### config.mk
export PLATFORM = sky130hd
export DESIGN_NAME = call_stack
export DESIGN_NICKNAME = d
export VERILOG_FILES = /design/src/rtl/call_stack.sv
export SDC_FILE = /design/constraint.sdc
export NUM_CORES = 1
export LEC_CHECK = 0
export CAP_MARGIN = 40
export CORE_MARGIN = 2
export CORE_UTILIZATION = 40
export DETAILED_ROUTE_END_ITERATION = 16
export MAX_ROUTING_LAYER = met4
export PLACE_DENSITY = 0.7
export SKIP_LAST_GASP = 1
export SYNTH_ARGS = -nofsm -noshare
export SYNTH_HDL_FRONTEND = slang
export SYNTH_SLANG_ARGS = --single-unit
export TNS_END_PERCENT = 1
### constraint.sdc
create_clock -name clk -period 4.5 [get_ports clk]
set_input_delay 0.9 -clock clk [delete_from_list [all_inputs] [get_ports clk]]
set_output_delay 0.9 -clock clk [all_outputs]
set_load 0.03 [all_outputs]
### src/rtl/call_stack.sv
// Return-address stack for jms/bbl handling.
// It holds up to DEPTH entries. The top entry is presented combinationally so
// the decoder can load the PC and pop on the same edge. Overflow and underflow
// are sticky error flags that stay set until clear_err.
module call_stack #(
  parameter int ADDR_W = 8,
  parameter int DEPTH  = 4
) (
  input  logic                     clk,
  input  logic                     rst_n,
  input  logic                     push,
  input  logic                     pop,
  input  logic [ADDR_W-1:0]        push_addr,
  input  logic                     clear_err,
  output logic [ADDR_W-1:0]        top_addr,
  output logic [$clog2(DEPTH):0]   depth,
  output logic                     empty,
  output logic                     full,
  output logic                     overflow,
  output logic                     underflow
);

  localparam int IDX_W = $clog2(DEPTH);
  localparam int SP_W  = IDX_W + 1;
  localparam logic [SP_W-1:0] SP_ONE = SP_W'(1);
  localparam logic [SP_W-1:0] SP_MAX = SP_W'(DEPTH);

  logic [DEPTH-1:0][ADDR_W-1:0] entry_q, entry_d;
  logic [SP_W-1:0]              sp_q, sp_d;
  logic                         ovf_q, ovf_d;
  logic                         unf_q, unf_d;

  logic             is_empty, is_full;
  logic [IDX_W-1:0] wr_idx, top_idx;

  // Decode the pointer. Each index is only used when the stack state makes it valid.
  always_comb begin
    is_empty = (sp_q == '0);
    is_full  = (sp_q == SP_MAX);
    wr_idx   = sp_q[IDX_W-1:0];
    top_idx  = IDX_W'(sp_q - SP_ONE);
  end

  assign top_addr  = is_empty ? '0 : entry_q[top_idx];
  assign depth     = sp_q;
  assign empty     = is_empty;
  assign full      = is_full;
  assign overflow  = ovf_q;
  assign underflow = unf_q;

  // Next-state logic. clear_err is applied first, so an error event in the
  // same cycle sets its flag again.
  always_comb begin
    entry_d = entry_q;
    sp_d    = sp_q;
    ovf_d   = clear_err ? 1'b0 : ovf_q;
    unf_d   = clear_err ? 1'b0 : unf_q;
    unique case ({push, pop})
      2'b10: begin
        if (is_full) begin
          ovf_d = 1'b1;
        end else begin
          entry_d[wr_idx] = push_addr;
          sp_d            = sp_q + SP_ONE;
        end
      end
      2'b01: begin
        if (is_empty) unf_d = 1'b1;
        else          sp_d  = sp_q - SP_ONE;
      end
      2'b11: begin
        // On an empty stack this acts as a plain push. DEPTH >= 2, so the
        // stack cannot be full at the same time.
        if (is_empty) begin
          entry_d[wr_idx] = push_addr;
          sp_d            = sp_q + SP_ONE;
        end else begin
          entry_d[top_idx] = push_addr;
        end
      end
      default: ;
    endcase
  end

  // State registers. Entries are cleared on reset so top_addr never shows X.
  always_ff @(posedge clk or negedge rst_n) begin
    if (!rst_n) begin
      entry_q <= '0;
      sp_q    <= '0;
      ovf_q   <= 1'b0;
      unf_q   <= 1'b0;
    end else begin
      entry_q <= entry_d;
      sp_q    <= sp_d;
      ovf_q   <= ovf_d;
      unf_q   <= unf_d;
    end
  end

endmodule

==> Yosys cells after proc, flatten, opt, wreduce, memory -nomap -nowiden <==
Cells that the tools add are included.
{ "totals": {"reg_bits": 37, "input_bits": 13, "out_inout_bits": 15, "elab_cells": 49} }
{ "op_classes": {"addsub": 2, "magnitude_cmp": 4, "n_eq_ne": 7, "muxes": 22, "n_reduce_logical": 7} }
{ "op_table": {"columns": ["op", "n"], "rows": [
  ["bitwise mux 32 bit", 2],
  ["2-to-1 mux 32 bit", 2],
  ["one-hot mux 32 bit (2 select lines)", 1],
  ["demux 8 bit (select 2 bit)", 2],
  ["2-to-1 mux 8 bit", 4],
  ["binary-select mux 8 bit (select 2 bit)", 1],
  ["2-to-1 mux 3 bit", 3],
  ["one-hot mux 3 bit (3 select lines)", 1],
  ["< comparator 2 x 3 -> 1 bit (second input constant)", 2],
  ["2-to-1 mux 1 bit", 6],
  ["!= test 2 bit (second input constant)", 3],
  ["== test 2 bit (second input constant)", 2],
  [">= comparator 2 x 1 -> 1 bit (second input constant)", 2],
  ["AND reduction 4 bit", 1],
  ["adder 3 x 1 -> 3 bit (second input constant)", 1],
  ["== test 3 bit (second input constant)", 1],
  ["logical NOT 3 bit", 1],
  ["nonzero test 3 bit", 1],
  ["subtractor 3 x 1 -> 3 bit (second input constant)", 1],
  ["== test 2 x 1 -> 1 bit (second input constant)", 1],
  ["logical AND 1 bit", 2],
  ["AND reduction 2 bit", 1],
  ["nonzero test 2 bit", 1]
]} }

==> Longest topological paths before layout <==
{ "logic_depth": {"depth_word": 8, "depth_mapped": 8, "depth_no_buf": 6} }

==> Worst setup path after synthesis <==
No wires, ideal clock.
{ "synth_timing": {"path_kind": "register to output", "from": "register sp_q[0] (netlist: depth[0])", "to": "output top_addr[0]", "arrival_ns": 2.304, "required_time_ns": 3.600, "slack_ns": 1.296, "stages_incl_launch_ff": 7, "n_path_buf": 2, "path_cell_list": "dfrtp_1 > buf_2 > inv_1 > ha_1 > nor2b_2 > buf_1 > nor2b_1"} }
{ "synth_via": {"elab_cells_between_ends": 5, "classes_between": "add/sub: 1; mux: 3; reduce/logical: 1"} }
{ "synth_rtl": {"columns": ["item", "line_no", "text"], "rows": [
  ["from (decl)", "29", "logic [SP_W-1:0] sp_q, sp_d;"],
  ["from (signal assigned)", "94", "sp_q <= sp_d;"],
  ["logical NOT 3 bit", "38", "is_empty = (sp_q == '0);"],
  ["net empty", "17", "output logic empty,"],
  ["2-to-1 mux 8 bit", "44", "assign top_addr = is_empty ? '0 : entry_q[top_idx];"],
  ["to (decl)", "15", "output logic [ADDR_W-1:0] top_addr,"]
]} }
The timed path passes the listed nets, and every way through them passes these cells. The select of a mux whose other input is x is not followed.

==> Worst setup path in the final report <==
{ "layout_timing": {"from": "register sp_q[1] (netlist: depth[1])", "to": "output top_addr[7]"} }
{ "layout_via": {"elab_chain_len": 4, "elab_cells_between_ends": 5, "classes_between": "add/sub: 1; mux: 3; reduce/logical: 1"} }
{ "layout_rtl": {"columns": ["item", "line_no"], "rows": [
  ["subtractor 3 x 1 -> 3 bit", null],
  ["binary-select mux 8 bit (select 2 bit)", "44"],
  ["2-to-1 mux 8 bit (implied by the code)", "44"],
  ["2-to-1 mux 8 bit *", "44"]
]} }
Mark *: on every way between the ends. The rest lies on a longest branch, timed or not. The select of a mux whose other input is x is not followed.

==> summary.md <==
| Metric | Value |
|---|---|
| Outcome | finished clean |
| Final ANT Viol Nets | 0 |
| CP max-delay cell | ha_1 |
| Longest Clk Path Bufs | 2 |
| CTS Hold Buffers Added | 0 |
| Synth Cell Area | 1930 sq um |
| CP top delay family | buffers and inverters |
| Post-CTS resize count | 0 |
| Pin count of the biggest net entering global routing | 30 |
| Syn Area/Cell | 13.6 sq um |
| Top cell type's share of synthesized area | 0.481 |
| Pre-Repair DR Iteration Count | 4 |
| Cells after Synth | 142 |
| Setup-failing EPs final | 0 |
| Power Dens Cells | 876 nW/um^2 |
| Primary FF master, synth | dfrtp_1 |
| Final period util | 0.839 |
| EDFF count, synth | 0 |
| CTS root buf | clkbuf_8 |
| Core box area | 4690 sq um |
| Most frequent cells in the layout | dfrtp_1, mux2_2, clkdlybuf4s50_1 |
| Initial core utilization | 0.410 |
| Initial antenna violation count | 0 |
| Distinct cells, synth | 25 |
| GR Overflow Total | 0 |
| Ys async rst share | 1.00 |
| Area occupied by multi-input gates | 946 sq um |
| Vias per inst | 5.50 |
| Final Instance Area | 2370 sq um |
| Area contributors post-synth | dfrtp_1, mux2_2, mux4_2 |
| Fill cells | 408 |
| GPL Wtd Cong | 0.845 |
| Final Hold Vio Count | 0 |
| Clock tree from TritonCTS | built |
| Sum of negative setup slack | 0 ps |
| Area post-placement | 2250 sq um |
| Port Buf Inserts | 27 |
| Vias in the first global route | 1314 |
| Slowest stage delay, CP | 610 ps |
| Area leader, netlist | dfrtp_1 |
| Setup Crit Path Kind | flop to primary output |
| Skew final | 8.87 ps |
| 1st-iter DRT viols | 88 |
| Die Wd | 73.4 microns |
| Crit start category | flop |
| Yosys warnings | 0 |
| Unrepaired setup endpoints after global routing | false |
| Register area share after synthesis | 0.481 |
| Post-Syn Nets | 163 |
| Worst slew pin tran | 617 ps |
| Antenna fix cells | 0 |
| R2R cell count | 6 |
| Layout cells sized above 1 | 0.306 |
| TritonCTS buffer count | 5 |
| First-pass GRT wire length | 6510 microns |
| Worst hold path class | flop to flop |
| WL final | 4000 microns |
| Max-cap violations | 0 |
| Final Max Tran Viols | 0 |
| Register bit total from synthesis | 37 |
| Clock sink count | 37 |
| Leakage power | 0.977 nW |
| Post-DP HPWL | 2760 microns |
| Fmax achieved | 265 MHz |
| Remaining DRCs | 0 |
| H-tree depth | 2 |
| Nets@finish | 193 |
| Rows | 25 |
| Clock slew at reported path FFs | 80 ps |
| Critical path fanouts, max | 10 |
| WP depth | 5 |
| Io pins | 28 |
| Setup crit end kind | primary output |
| Avg WL per Cell | 17.6 microns |
| Hold Path Stages | 1 |
| P&R area growth vs syn | 22.9% |
| WP data arrival | 2880 ps |
| Buffers plus inverters on the worst setup path | 2 |
| Crit path time final | 3780 ps |
| Total number of vias | 1248 |
| Reg area | 926 sq um |
| Commonest non-fill, non-tap cell in the layout | dfrtp_1 |
| Full die area | 5380 sq um |
| Gr usage total | 0.168 |
| Peak supply drop | 478 uV |
| Crit path cell chain | inv_1 > ha_1 > mux4_2 > nor2b_1 > clkdlybuf4s50_1 |
| Headroom to the max-slew limit | 0.589 |
| Die height | 73.4 microns |
| CP required | 3600 ps |
| Worst-Skew Late Latency | 290 ps |
| Post-CTS Setup Inserts | 0 |
[final cells by class]
type                    instances  share of cell area
multi-input cells              92               0.400
clock buffers                   7              0.0365
repair buffers                 29               0.121
well taps                      54              0.0285
inverters                       7              0.0111
flip-flops and latches         37               0.391
clock inverters                 1              0.0127
[per-layer routing]
metal / global-route usage / vias up / part of all wire
met5: - / - / 0
met4: 0.0566 / 0 / 0.014
met3: 0.0439 / 6 / 0.038
met2: 0.280 / 35 / 0.50
met1: 0.199 / 641 / 0.45
li1: - / 566 / -
[power breakdown]
part / internal, mW / leakage [nW] / switching, mW
Sequential: 0.497 / 0.442 / 0.0923
Combinational: 0.595 / 0.476 / 0.589
Clock: 0.181 / 0.0585 / 0.120
[cells in the mapped netlist (2+ instances only)]
| library cell | n |
|---|---|
| dfrtp_1 | 37 |
| mux4_2 | 8 |
| o22ai_4 | 3 |
| o22ai_1 | 2 |
| nor2b_1 | 8 |
| a21o_1 | 2 |
| buf_1 | 2 |
| a21oi_1 | 3 |
| o21ai_0 | 3 |
| mux2_1 | 2 |
| nand2b_1 | 2 |
| inv_1 | 7 |
| buf_2 | 4 |
| mux2_2 | 30 |
| ha_1 | 8 |
| nor2_1 | 4 |
| o211ai_1 | 2 |
| nand2_1 | 8 |
[worst register-to-register path: cells and delay by family, from the launching register on]
family                   cells  cell delay, ps
AND/OR/NAND/NOR              2             760
flip-flops                   1             480
AO/OA/AOI/OAI                1             410
multiplexers                 1             390
adder cells (fa/ha/maj)      1             260
buffers and inverters        1             180
[kinds of logic after synthesis]
family | count (synthesis) | synth area share
flops | 37 | 0.481
buf+inv | 13 | 0.0279
simple gates | 25 | 0.0676
compound gates | 17 | 0.0812
xor+xnor | 1 | 0.00455
mux | 41 | 0.286
fa+ha+maj | 8 | 0.0520
[per-stage QoR]
stage / std cells / setup slack, ps / power [mW] / utilization / hold WS, ps
floorplan: 142 / 1300 / 1.40 / - / 452
global placement: 219 / 1160 / 1.75 / 0.480 / 464
detailed placement: 219 / 1060 / 1.79 / 0.480 / 482
CTS: 227 / 704 / 2.10 / 0.505 / 498
global route: 227 / 609 / 2.20 / 0.505 / 521
finish: 227 / 723 / 2.07 / 0.505 / 499
[flip-flops by register name, indices dropped and copies added (netlist names)]
signal	flops
entry_q	32
depth	3
overflow	1
underflow	1
[worst paths after layout]
kind	from	endpoint	slack [ps]
max in group asynchronous	rst_n	entry_q[15]	2850
worst min register to register	entry_q[23]	entry_q[23]	500
worst max register to register	depth[1]	entry_q[7]	1890
worst min-delay path	entry_q[23]	entry_q[23]	500
min in group asynchronous	rst_n	depth[2]	920
worst max-delay path	depth[1]	top_addr[7]	720
(Power assumes the default switching activity.)
